## src/rtl/pipe_ctrl_pkg.sv

```systemverilog
// Shared definitions for the pipeline hazard controller: FSM state encoding
// and EX-stage forwarding select values.
package pipe_ctrl_pkg;

    typedef enum logic [1:0] {
        StRun       = 2'd0,
        StLoadStall = 2'd1,
        StMemWait   = 2'd2
    } state_e;

    localparam logic [1:0] FWD_REG = 2'b00;
    localparam logic [1:0] FWD_ME  = 2'b01;
    localparam logic [1:0] FWD_WB  = 2'b10;

    // True when a producer writing register rd can supply source register src.
    function automatic logic rd_matches(input logic regwr, input logic [4:0] rd,
                                        input logic [4:0] src);
        return regwr && (rd != 5'd0) && (rd == src);
    endfunction

endpackage

```

## src/rtl/fwd_unit.sv

```systemverilog
// Forwarding select for one EX-stage source operand. ME wins over WB;
// register $0 is never forwarded.
module fwd_unit
    import pipe_ctrl_pkg::*;
(
    input  logic [4:0] src_i,
    input  logic [4:0] me_rd_i,
    input  logic       me_regwr_i,
    input  logic [4:0] wb_rd_i,
    input  logic       wb_regwr_i,
    output logic [1:0] sel_o
);

    // Priority select: youngest producer first.
    always_comb begin
        sel_o = FWD_REG;
        if (rd_matches(me_regwr_i, me_rd_i, src_i)) begin
            sel_o = FWD_ME;
        end else if (rd_matches(wb_regwr_i, wb_rd_i, src_i)) begin
            sel_o = FWD_WB;
        end
    end

endmodule

```

## src/rtl/pipe_hazard_ctrl.sv

```systemverilog
// Central hazard sequencer for the 5-stage pipeline registers.
// Optional performance counters are built when PIPE_PERF_CNT_EN is defined.
module pipe_hazard_ctrl
    import pipe_ctrl_pkg::*;
#(
    parameter int unsigned MEM_TIMEOUT = 255,
    parameter int unsigned CNT_W       = 32
) (
    input  logic       clk_i,
    input  logic       rst_ni,
    input  logic [4:0] id_rs_i,
    input  logic [4:0] id_rt_i,
    input  logic       id_uses_rt_i,
    input  logic [4:0] ex_rd_i,
    input  logic       ex_mem2reg_i,
    input  logic       ex_regwr_i,
    input  logic [4:0] ex_rs_i,
    input  logic [4:0] ex_rt_i,
    input  logic [4:0] me_rd_i,
    input  logic       me_regwr_i,
    input  logic [4:0] wb_rd_i,
    input  logic       wb_regwr_i,
    input  logic       ex_branch_taken_i,
    input  logic       mem_req_i,
    input  logic       mem_ready_i,
    output logic       pc_en_o,
    output logic       if_id_en_o,
    output logic       if_id_flush_o,
    output logic       id_ex_en_o,
    output logic       id_ex_flush_o,
    output logic       ex_me_en_o,
    output logic       me_wb_flush_o,
    output logic [1:0] fwd_a_o,
    output logic [1:0] fwd_b_o,
    output logic       mem_err_o
`ifdef PIPE_PERF_CNT_EN
    ,
    output logic [CNT_W-1:0] stall_cycles_o,
    output logic [CNT_W-1:0] flush_events_o,
    output logic [CNT_W-1:0] mem_wait_cycles_o
`endif
);

    // Counter only needs to reach MEM_TIMEOUT; it saturates there.
    localparam int unsigned TmoW = $clog2(MEM_TIMEOUT + 2);
    localparam logic [TmoW-1:0] TmoVal = TmoW'(MEM_TIMEOUT);
    localparam bit TmoEn = (MEM_TIMEOUT != 0);

    state_e          state_q, state_d;
    logic [TmoW-1:0] wait_cnt_q, wait_cnt_d;
    logic            mem_err_q, mem_err_d;

    logic       mem_wait;
    logic       load_use;
    logic       stall_evt;
    logic       flush_evt;
    logic [1:0] sel_a, sel_b;

    assign mem_wait = mem_req_i & ~mem_ready_i;
    assign load_use = ex_mem2reg_i
                    & rd_matches(ex_regwr_i, ex_rd_i, id_rs_i)
                    | ex_mem2reg_i & id_uses_rt_i
                    & rd_matches(ex_regwr_i, ex_rd_i, id_rt_i);

    fwd_unit u_fwd_a (
        .src_i      (ex_rs_i),
        .me_rd_i    (me_rd_i),
        .me_regwr_i (me_regwr_i),
        .wb_rd_i    (wb_rd_i),
        .wb_regwr_i (wb_regwr_i),
        .sel_o      (sel_a)
    );

    fwd_unit u_fwd_b (
        .src_i      (ex_rt_i),
        .me_rd_i    (me_rd_i),
        .me_regwr_i (me_regwr_i),
        .wb_rd_i    (wb_rd_i),
        .wb_regwr_i (wb_regwr_i),
        .sel_o      (sel_b)
    );

    // Next state and pipeline controls; priority is mem wait > branch > load-use.
    always_comb begin
        state_d       = StRun;
        pc_en_o       = 1'b1;
        if_id_en_o    = 1'b1;
        if_id_flush_o = 1'b0;
        id_ex_en_o    = 1'b1;
        id_ex_flush_o = 1'b0;
        ex_me_en_o    = 1'b1;
        me_wb_flush_o = 1'b0;
        fwd_a_o       = sel_a;
        fwd_b_o       = sel_b;
        stall_evt     = 1'b0;
        flush_evt     = 1'b0;

        if (mem_wait) begin
            state_d       = StMemWait;
            pc_en_o       = 1'b0;
            if_id_en_o    = 1'b0;
            id_ex_en_o    = 1'b0;
            ex_me_en_o    = 1'b0;
            me_wb_flush_o = 1'b1;
        end else if (ex_branch_taken_i) begin
            // ID instruction is discarded, so any load-use on it is moot.
            if_id_flush_o = 1'b1;
            id_ex_flush_o = 1'b1;
            flush_evt     = 1'b1;
        end else if (load_use && (state_q != StLoadStall)) begin
            // One bubble is enough; LOAD_STALL masks the still-visible hazard.
            state_d       = StLoadStall;
            pc_en_o       = 1'b0;
            if_id_en_o    = 1'b0;
            id_ex_flush_o = 1'b1;
            stall_evt     = 1'b1;
        end

        if (!rst_ni) begin
            pc_en_o       = 1'b0;
            if_id_en_o    = 1'b0;
            if_id_flush_o = 1'b1;
            id_ex_en_o    = 1'b0;
            id_ex_flush_o = 1'b1;
            ex_me_en_o    = 1'b0;
            me_wb_flush_o = 1'b1;
            fwd_a_o       = FWD_REG;
            fwd_b_o       = FWD_REG;
        end
    end

    // Wait-cycle counter and sticky timeout flag.
    always_comb begin
        wait_cnt_d = '0;
        mem_err_d  = mem_err_q;
        if (mem_wait) begin
            wait_cnt_d = wait_cnt_q;
            if (TmoEn && (wait_cnt_q != TmoVal)) begin
                wait_cnt_d = wait_cnt_q + 1'b1;
            end
            if (TmoEn && (wait_cnt_d == TmoVal)) begin
                mem_err_d = 1'b1;
            end
        end
    end

    // State, wait counter and error flag registers.
    always_ff @(posedge clk_i or negedge rst_ni) begin
        if (!rst_ni) begin
            state_q    <= StRun;
            wait_cnt_q <= '0;
            mem_err_q  <= 1'b0;
        end else begin
            state_q    <= state_d;
            wait_cnt_q <= wait_cnt_d;
            mem_err_q  <= mem_err_d;
        end
    end

    assign mem_err_o = mem_err_q;

`ifdef PIPE_PERF_CNT_EN
    logic [CNT_W-1:0] stall_cycles_q, flush_events_q, mem_wait_cycles_q;

    // Free-running event counters, wrapping modulo 2^CNT_W.
    always_ff @(posedge clk_i or negedge rst_ni) begin
        if (!rst_ni) begin
            stall_cycles_q    <= '0;
            flush_events_q    <= '0;
            mem_wait_cycles_q <= '0;
        end else begin
            stall_cycles_q    <= stall_cycles_q + CNT_W'(stall_evt);
            flush_events_q    <= flush_events_q + CNT_W'(flush_evt);
            mem_wait_cycles_q <= mem_wait_cycles_q + CNT_W'(mem_wait);
        end
    end

    assign stall_cycles_o    = stall_cycles_q;
    assign flush_events_o    = flush_events_q;
    assign mem_wait_cycles_o = mem_wait_cycles_q;
`else
    logic [CNT_W-1:0] unused_cnt_w;
    logic             unused_evt;
    assign unused_cnt_w = '0;
    assign unused_evt   = stall_evt ^ flush_evt;
`endif

endmodule
```

## config.mk

```make
export PLATFORM = sky130hd
export DESIGN_NAME = pipe_hazard_ctrl
export DESIGN_NICKNAME = d
export VERILOG_FILES = /design/src/rtl/pipe_ctrl_pkg.sv /design/src/rtl/fwd_unit.sv /design/src/rtl/pipe_hazard_ctrl.sv
export SDC_FILE = /design/constraint.sdc
export NUM_CORES = 1
export LEC_CHECK = 0
export ABC_AREA = 1
export BUFFER_PORTS_ARGS = -buffer_cell sky130_fd_sc_hd__buf_2
export CORE_MARGIN = 4
export CORE_UTILIZATION = 47
export CTS_CLUSTER_SIZE = 28
export DETAILED_ROUTE_END_ITERATION = 8
export HOLD_SLACK_MARGIN = 0.08
export MAX_ROUTING_LAYER = met4
export PLACE_DENSITY = 0.88
export SLEW_MARGIN = 0
export SYNTH_ARGS = -nofsm -noshare
export SYNTH_HDL_FRONTEND = slang
export SYNTH_SLANG_ARGS = --single-unit
```

## constraint.sdc

```tcl
create_clock -name clk_i -period 1.72 [get_ports clk_i]
set_input_delay 0.344 -clock clk_i [delete_from_list [all_inputs] [get_ports clk_i]]
set_output_delay 0.344 -clock clk_i [all_outputs]
set_load 0.005 [all_outputs]
```

Yosys cells after proc, flatten, opt, wreduce, memory -nomap -nowiden
Cells that the tools add are included.
{"block": "word_totals", "ff_bits": 12, "latchBits": 0, "mem_bits_rw": 0, "mem_bits_ro": 0, "inputBits": 45, "out_inout_bits": 12, "wordCells": 60, "n_memories": 0}
{"block": "op_classes", "add_sub_neg": 1, "multipliers": 0, "n_div": 0, "magnitude_cmp": 0, "n_eq_ne": 9, "shift": 0, "muxes": 27, "bitwise": 6, "n_reduce_logical": 14}
{"cell": "equality test 5 bit", "n": 6}
{"cell": "2-to-1 mux 9 bit", "n": 3}
{"cell": "2-to-1 mux 1 bit", "n": 17}
{"cell": "nonzero test 5 bit", "n": 3}
{"cell": "2-to-1 mux 2 bit", "n": 7}
{"cell": "logical AND 1 bit", "n": 10}
{"cell": "adder 9 x 1 -> 9 bit (second input constant)", "n": 1}
{"cell": "equality test 9 x 8 -> 1 bit (second input constant)", "n": 1}
{"cell": "!= test 9 x 8 -> 1 bit (second input constant)", "n": 1}
{"cell": "bitwise AND 1 bit", "n": 4}
{"cell": "!= test 2 x 1 -> 1 bit (second input constant)", "n": 1}
{"cell": "AND reduction 2 bit", "n": 1}
{"cell": "inverter 1 bit", "n": 1}
{"cell": "OR 1 bit", "n": 1}

Depth between registers and ports, before layout
{"block": "logic_depth", "depth_word": 10, "mapped_depth": 10, "depth_no_buf": 10}

By module
From an unflattened synthesis, not the netlist that was laid out.
{"block": "unflattened", "hier_cells": 250, "area_unflattened_um2": 1401.3}
{"module": "pipe_hazard_ctrl", "n_inst": 1, "cells_per_inst": 150, "area_per_inst_um2": 973.4, "seq_area_each_um2": 300.3}
{"module": "fwd_unit", "n_inst": 2, "cells_per_inst": 50, "area_per_inst_um2": 214.0, "seq_area_each_um2": 0.0}

Worst setup path after synthesis
Ideal clock, no wire load.
{"block": "synth_path", "path_kind": "reg2reg", "from": "register wait_cnt_q[0]", "to": "register mem_err_q (netlist: mem_err_o)", "setup_time_ps": 65, "arrival_time_ps": 1346, "required_ps": 1655, "slack_ps": 309, "stages_incl_launch_ff": 11, "path_buffers": 1, "period_less_slack_ps": 1411, "cell_sequence": "dfrtp_1 > ha_1 > inv_2 > nor2_4 > nand3_4 > buf_6 > nand2_1 > nand2_2 > nor2_1 > nand2_1 > nand2_1"}
{"block": "synth_via", "elab_chain_len": 5, "word_cells_on_any_way": 6, "cone_classes": "add/sub: 1; eq/ne: 2; mux: 2; reduce/logical: 1"}
{"item": "start: declaration", "line": "pipe_hazard_ctrl.sv:50", "text": "logic [TmoW-1:0] wait_cnt_q, wait_cnt_d;"}
{"item": "start signal: assignment", "line": "pipe_hazard_ctrl.sv:155", "text": "wait_cnt_q <= wait_cnt_d;"}
{"item": "adder 9 x 1 -> 9 bit / != test 9 x 8 -> 1 bit (equally long branches)", "line": "pipe_hazard_ctrl.sv:139, pipe_hazard_ctrl.sv:138"}
{"item": "2-to-1 mux 9 bit *", "line": "pipe_hazard_ctrl.sv:138", "text": "if (TmoEn && (wait_cnt_q != TmoVal)) begin"}
{"item": "2-to-1 mux 9 bit *", "line": "pipe_hazard_ctrl.sv:136", "text": "if (mem_wait) begin"}
{"item": "equality test 9 x 8 -> 1 bit *", "line": "pipe_hazard_ctrl.sv:141", "text": "if (TmoEn && (wait_cnt_d == TmoVal)) begin"}
{"item": "AND reduction 2 bit (no line) *"}
{"item": "end signal: assignment", "line": "pipe_hazard_ctrl.sv:156", "text": "mem_err_q <= mem_err_d;"}
{"item": "end: declaration", "line": "pipe_hazard_ctrl.sv:51", "text": "logic mem_err_q, mem_err_d;"}
Every way passes the cells marked *; elsewhere a longest branch is shown, timed or not. The select of a mux whose other input is x is not followed.
A chain may end at the register's enable or synchronous reset.

Worst setup path in the final report
{"block": "layout_path", "from": "input ex_rd_i[1]", "to": "output if_id_en_o"}
{"block": "layout_via", "elab_chain_len": 10, "word_cells_on_any_way": 14, "cone_classes": "eq/ne: 2; mux: 4; bitwise: 3; reduce/logical: 5"}
{"item": "start: declaration", "line": "pipe_hazard_ctrl.sv:14", "text": "input logic [4:0] ex_rd_i,"}
{"item": "nonzero test 5 bit", "line": "pipe_ctrl_pkg.sv:18", "text": "return regwr && (rd != 5'd0) && (rd == src);"}
{"item": "logical AND 1 bit (2 in a row)", "line": "pipe_ctrl_pkg.sv:18"}
{"item": "bitwise AND 1 bit, on equally long branches", "line": "pipe_hazard_ctrl.sv:61, pipe_hazard_ctrl.sv:63"}
{"item": "OR 1 bit *", "line": "pipe_hazard_ctrl.sv:62", "text": "| ex_mem2reg_i & id_uses_rt_i"}
{"item": "logical AND 1 bit *", "line": "pipe_hazard_ctrl.sv:110", "text": "end else if (load_use && (state_q != StLoadStall)) begin"}
{"item": "2-to-1 mux 1 bit *", "line": "pipe_hazard_ctrl.sv:110"}
{"item": "2-to-1 mux 1 bit *", "line": "pipe_hazard_ctrl.sv:105", "text": "end else if (ex_branch_taken_i) begin"}
{"item": "2-to-1 mux 1 bit *", "line": "pipe_hazard_ctrl.sv:98", "text": "if (mem_wait) begin"}
{"item": "2-to-1 mux 1 bit *", "line": "pipe_hazard_ctrl.sv:119", "text": "if (!rst_ni) begin"}
{"item": "end: declaration", "line": "pipe_hazard_ctrl.sv:27", "text": "output logic if_id_en_o,"}
Every way passes the cells marked *; elsewhere a longest branch is shown, timed or not.

==> run summary <==
Count leader, synth = nand2_1
RSZ-0062 raised after global routing = no
Max Slew Vio Count = 0
Antenna violations before repair = 0
CTS Buffer Depth = 2
Syn nets = 241
Worst path depth = 8
Ys Warns = 0
Drt via density = 4.83
Switch share = 0.293
Final clock period utilization by the worst path = 0.940
CTS root buffer = clkbuf_4
Die Wd = 59.5 um
Sequential share of power = 0.433
Clock power frac = 0.243
Synth area leader = dfrtp_1
VDD IR max = 0.223 mV
Routing usage on met3 = 0.0240
Initial Utilization = 0.498
Post-Layout Cell Count = 285
Clock transition at the registers of the reported paths = 0.06 ns
Synth cell count leaders = nand2_1, inv_1, nor2_1, xnor2_1, dfrtp_1
Drt wl/cell = 10.6 um
DRT iter0 DRCs = 32
Total die area = 3540 um2
Syn Area/Cell = 6.38 um2
Slowest CP cell = nor3_1
Worst path max stage delay = 0.24 ns
Ys flop type = dfrtp_1
Nets@finish = 303
Hold Violations, Final = 0
Endpoints failing setup = 0
Relative slew slack = 0.853
Worst path cell trace = buf_2 > nor3_1 > nand3_1 > nand2_1 > nand3b_1 > nand2_1 > inv_1 > buf_2
Gr busiest metal = met2
Global-route wire length before repair = 5.15 mm
Pwr dens = 419 nW/um2
Layout area overhead = 27.8%
CP arrival = 1.27 ns
Total power = 666 uW
# clock sinks = 12
CTS buffer count = 3
# rows = 18
Max Clock Freq = 0.619 GHz
Router iterations before antenna repair = 4
Hold depth = 4
Sw Pwr = 195 uW
Sum Neg Setup Slack = 0 ns
WP data required = 1.38 ns
Async SR Flop Fraction = 1.00
Synth Instances = 195
Largest net degree at the start of global routing = 13
Total GRT Usage = 0.192
DRC Markers = 0
Setup WS post-layout = 0.103 ns
I/O pin total = 57
Netlist cell types = 25
Die height = 59.5 um
Buf/Inv on CP = 3
CORE AREA = 2500 um2
Routed Antenna Nets = 0
Gate power share = 0.323
Met2 Use GR = 0.363
Worst skew pair latency = 0.26 ns
Placed Instances = 281
Top-area cell type share of the netlist area = 0.241
Critical path peak fanout = 4
DR vias = 1,376
Cell count of the worst reg-to-reg path = 9
Final Critical Period = 1.62 ns
Share of layout cells above drive strength 1 = 0.298
Skew final = 0.00459 ns
Max Cap Violations = 0
Power Internal = 471 uW
Sequential area share after synthesis = 0.241
Dpl hpwl = 2.63 mm
Worst setup path class = primary input to output port
Diodes inserted = 0
CP Launch Type = primary input
Worst setup EP type = output port
TritonCTS clock tree = built
Status = finished clean
H-tree levels = 1
LEAKAGE = 0.000879 uW
Routed WL = 3.03 mm
EDFF count, synth = 0
Top delay family on crit path = simple AND/OR/NAND/NOR gates
Routability congestion estimate = 0.839
Filler cell count = 229
Min-Delay Path Class = primary input to flip-flop
Vias in the first global route = 1,401
Met1 usage in global routing = 0.191
Global route overflow = 0
Worst Tran Pin Value = 0.219 ns
Post-synthesis register bit count = 12
Synth Cell Area = 1240 um2
Pre-CTS WS = 0.120 ns
Post-CTS Setup Inserts = 0
Port-buffer cells = 56
Top cells by area, synth = dfrtp_1, nand2_1, xnor2_1
[worst register-to-register path, cell delays in order (launching register included)]
cell and delay [ns]:
dfrtp_1 0.41, ha_1 0.21, inv_2 0.06, nor2_4 0.17, nand3_4 0.17, nand2_1 0.12
nand3_1 0.08, nor2_1 0.13, nand2_1 0.08, nand2_1 0.07
[cell type report]
type                    count  area, um2  area share
clock buffers               3       22.5      0.0142
inverters                  33        124      0.0778
multi-input cells         146        787       0.494
flip-flops and latches     12        300       0.189
well taps                  30       37.5      0.0236
repair buffers             61        320       0.201
[kinds of logic (layout without fill, tap and decap cells)]
group	Yosys count	in the layout	share of synthesized area
xor gates and xnor gates	23	23	0.162
adders and majority gates	1	1	0.0100
DFF	12	12	0.241
buffers and inverters	37	97	0.127
AOI/OAI and AO/OA	14	14	0.0613
and+or+nand+nor	108	108	0.399
[metrics by stage]
step,util,hold WS (ns),instance area [um2]
after floorplan,-,0.0484,1240
after global placement,0.624,0.325,1560
after detailed placement,0.624,0.324,1560
after CTS,0.637,0.384,1590
after global routing,0.637,0.395,1590
final,0.637,0.395,1590
[power by group through the flow]
stage / Combinational (uW) / Sequential (uW) / Clock [uW]
floorplan: 110 / 293 / 0
finish: 216 / 289 / 162
CTS: 217 / 288 / 166
detailed placement: 215 / 294 / 0
global route: 244 / 289 / 182
global placement: 208 / 294 / 0
[final timing paths]
kind	start	end	slack, ns
hold / removal	ex_branch_taken_i	state_q[0]	0.40
setup / recovery	ex_rd_i[1]	if_id_en_o	0.10
max in group asynchronous	rst_ni	wait_cnt_q[7]	0.98
hold reg to reg	mem_err_o	mem_err_o	0.49
min in group asynchronous	rst_ni	mem_err_o	0.58
setup reg to reg	wait_cnt_q[0]	mem_err_o	0.17
[cell usage in the layout (no fill, tap or decap)]
cell and n:
o21bai_1 1, xor2_1 7, nand3_2 1, a21oi_2 1
nor3_1 6, o21ai_0 5, nand2_2 3, ha_1 1
nand4_1 6, nor2_1 23, nand3_4 1, nand3b_1 2
nand2_1 51, nor4_1 1, xnor2_1 16, buf_4 4
dfrtp_1 12, inv_2 5, inv_1 27, or2_1 1
nor2_4 2, clkbuf_4 3, buf_2 56, nand3_1 11
dlygate4sd3_1 1, clkinv_1 1, a21oi_1 7
[metal layers]
layer,share of wire,vias to the layer above
met3,0.052,4
li1,-,725
met2,0.53,39
met5,0,-
met1,0.40,608
met4,0.014,0
[sequential cells by signal, indices dropped and copies added, names as in the netlist]
signal,flops
mem_err_o,1
state_q,2
wait_cnt_q,9
[repair_timing]
item                                    in CTS  in global routing
hold endpoints to repair                    12                  0
endpoints found under the setup margin       0                  0
hold buffers                                 1                  0
resized for setup                            0                  0
(Power assumes the default switching activity.)
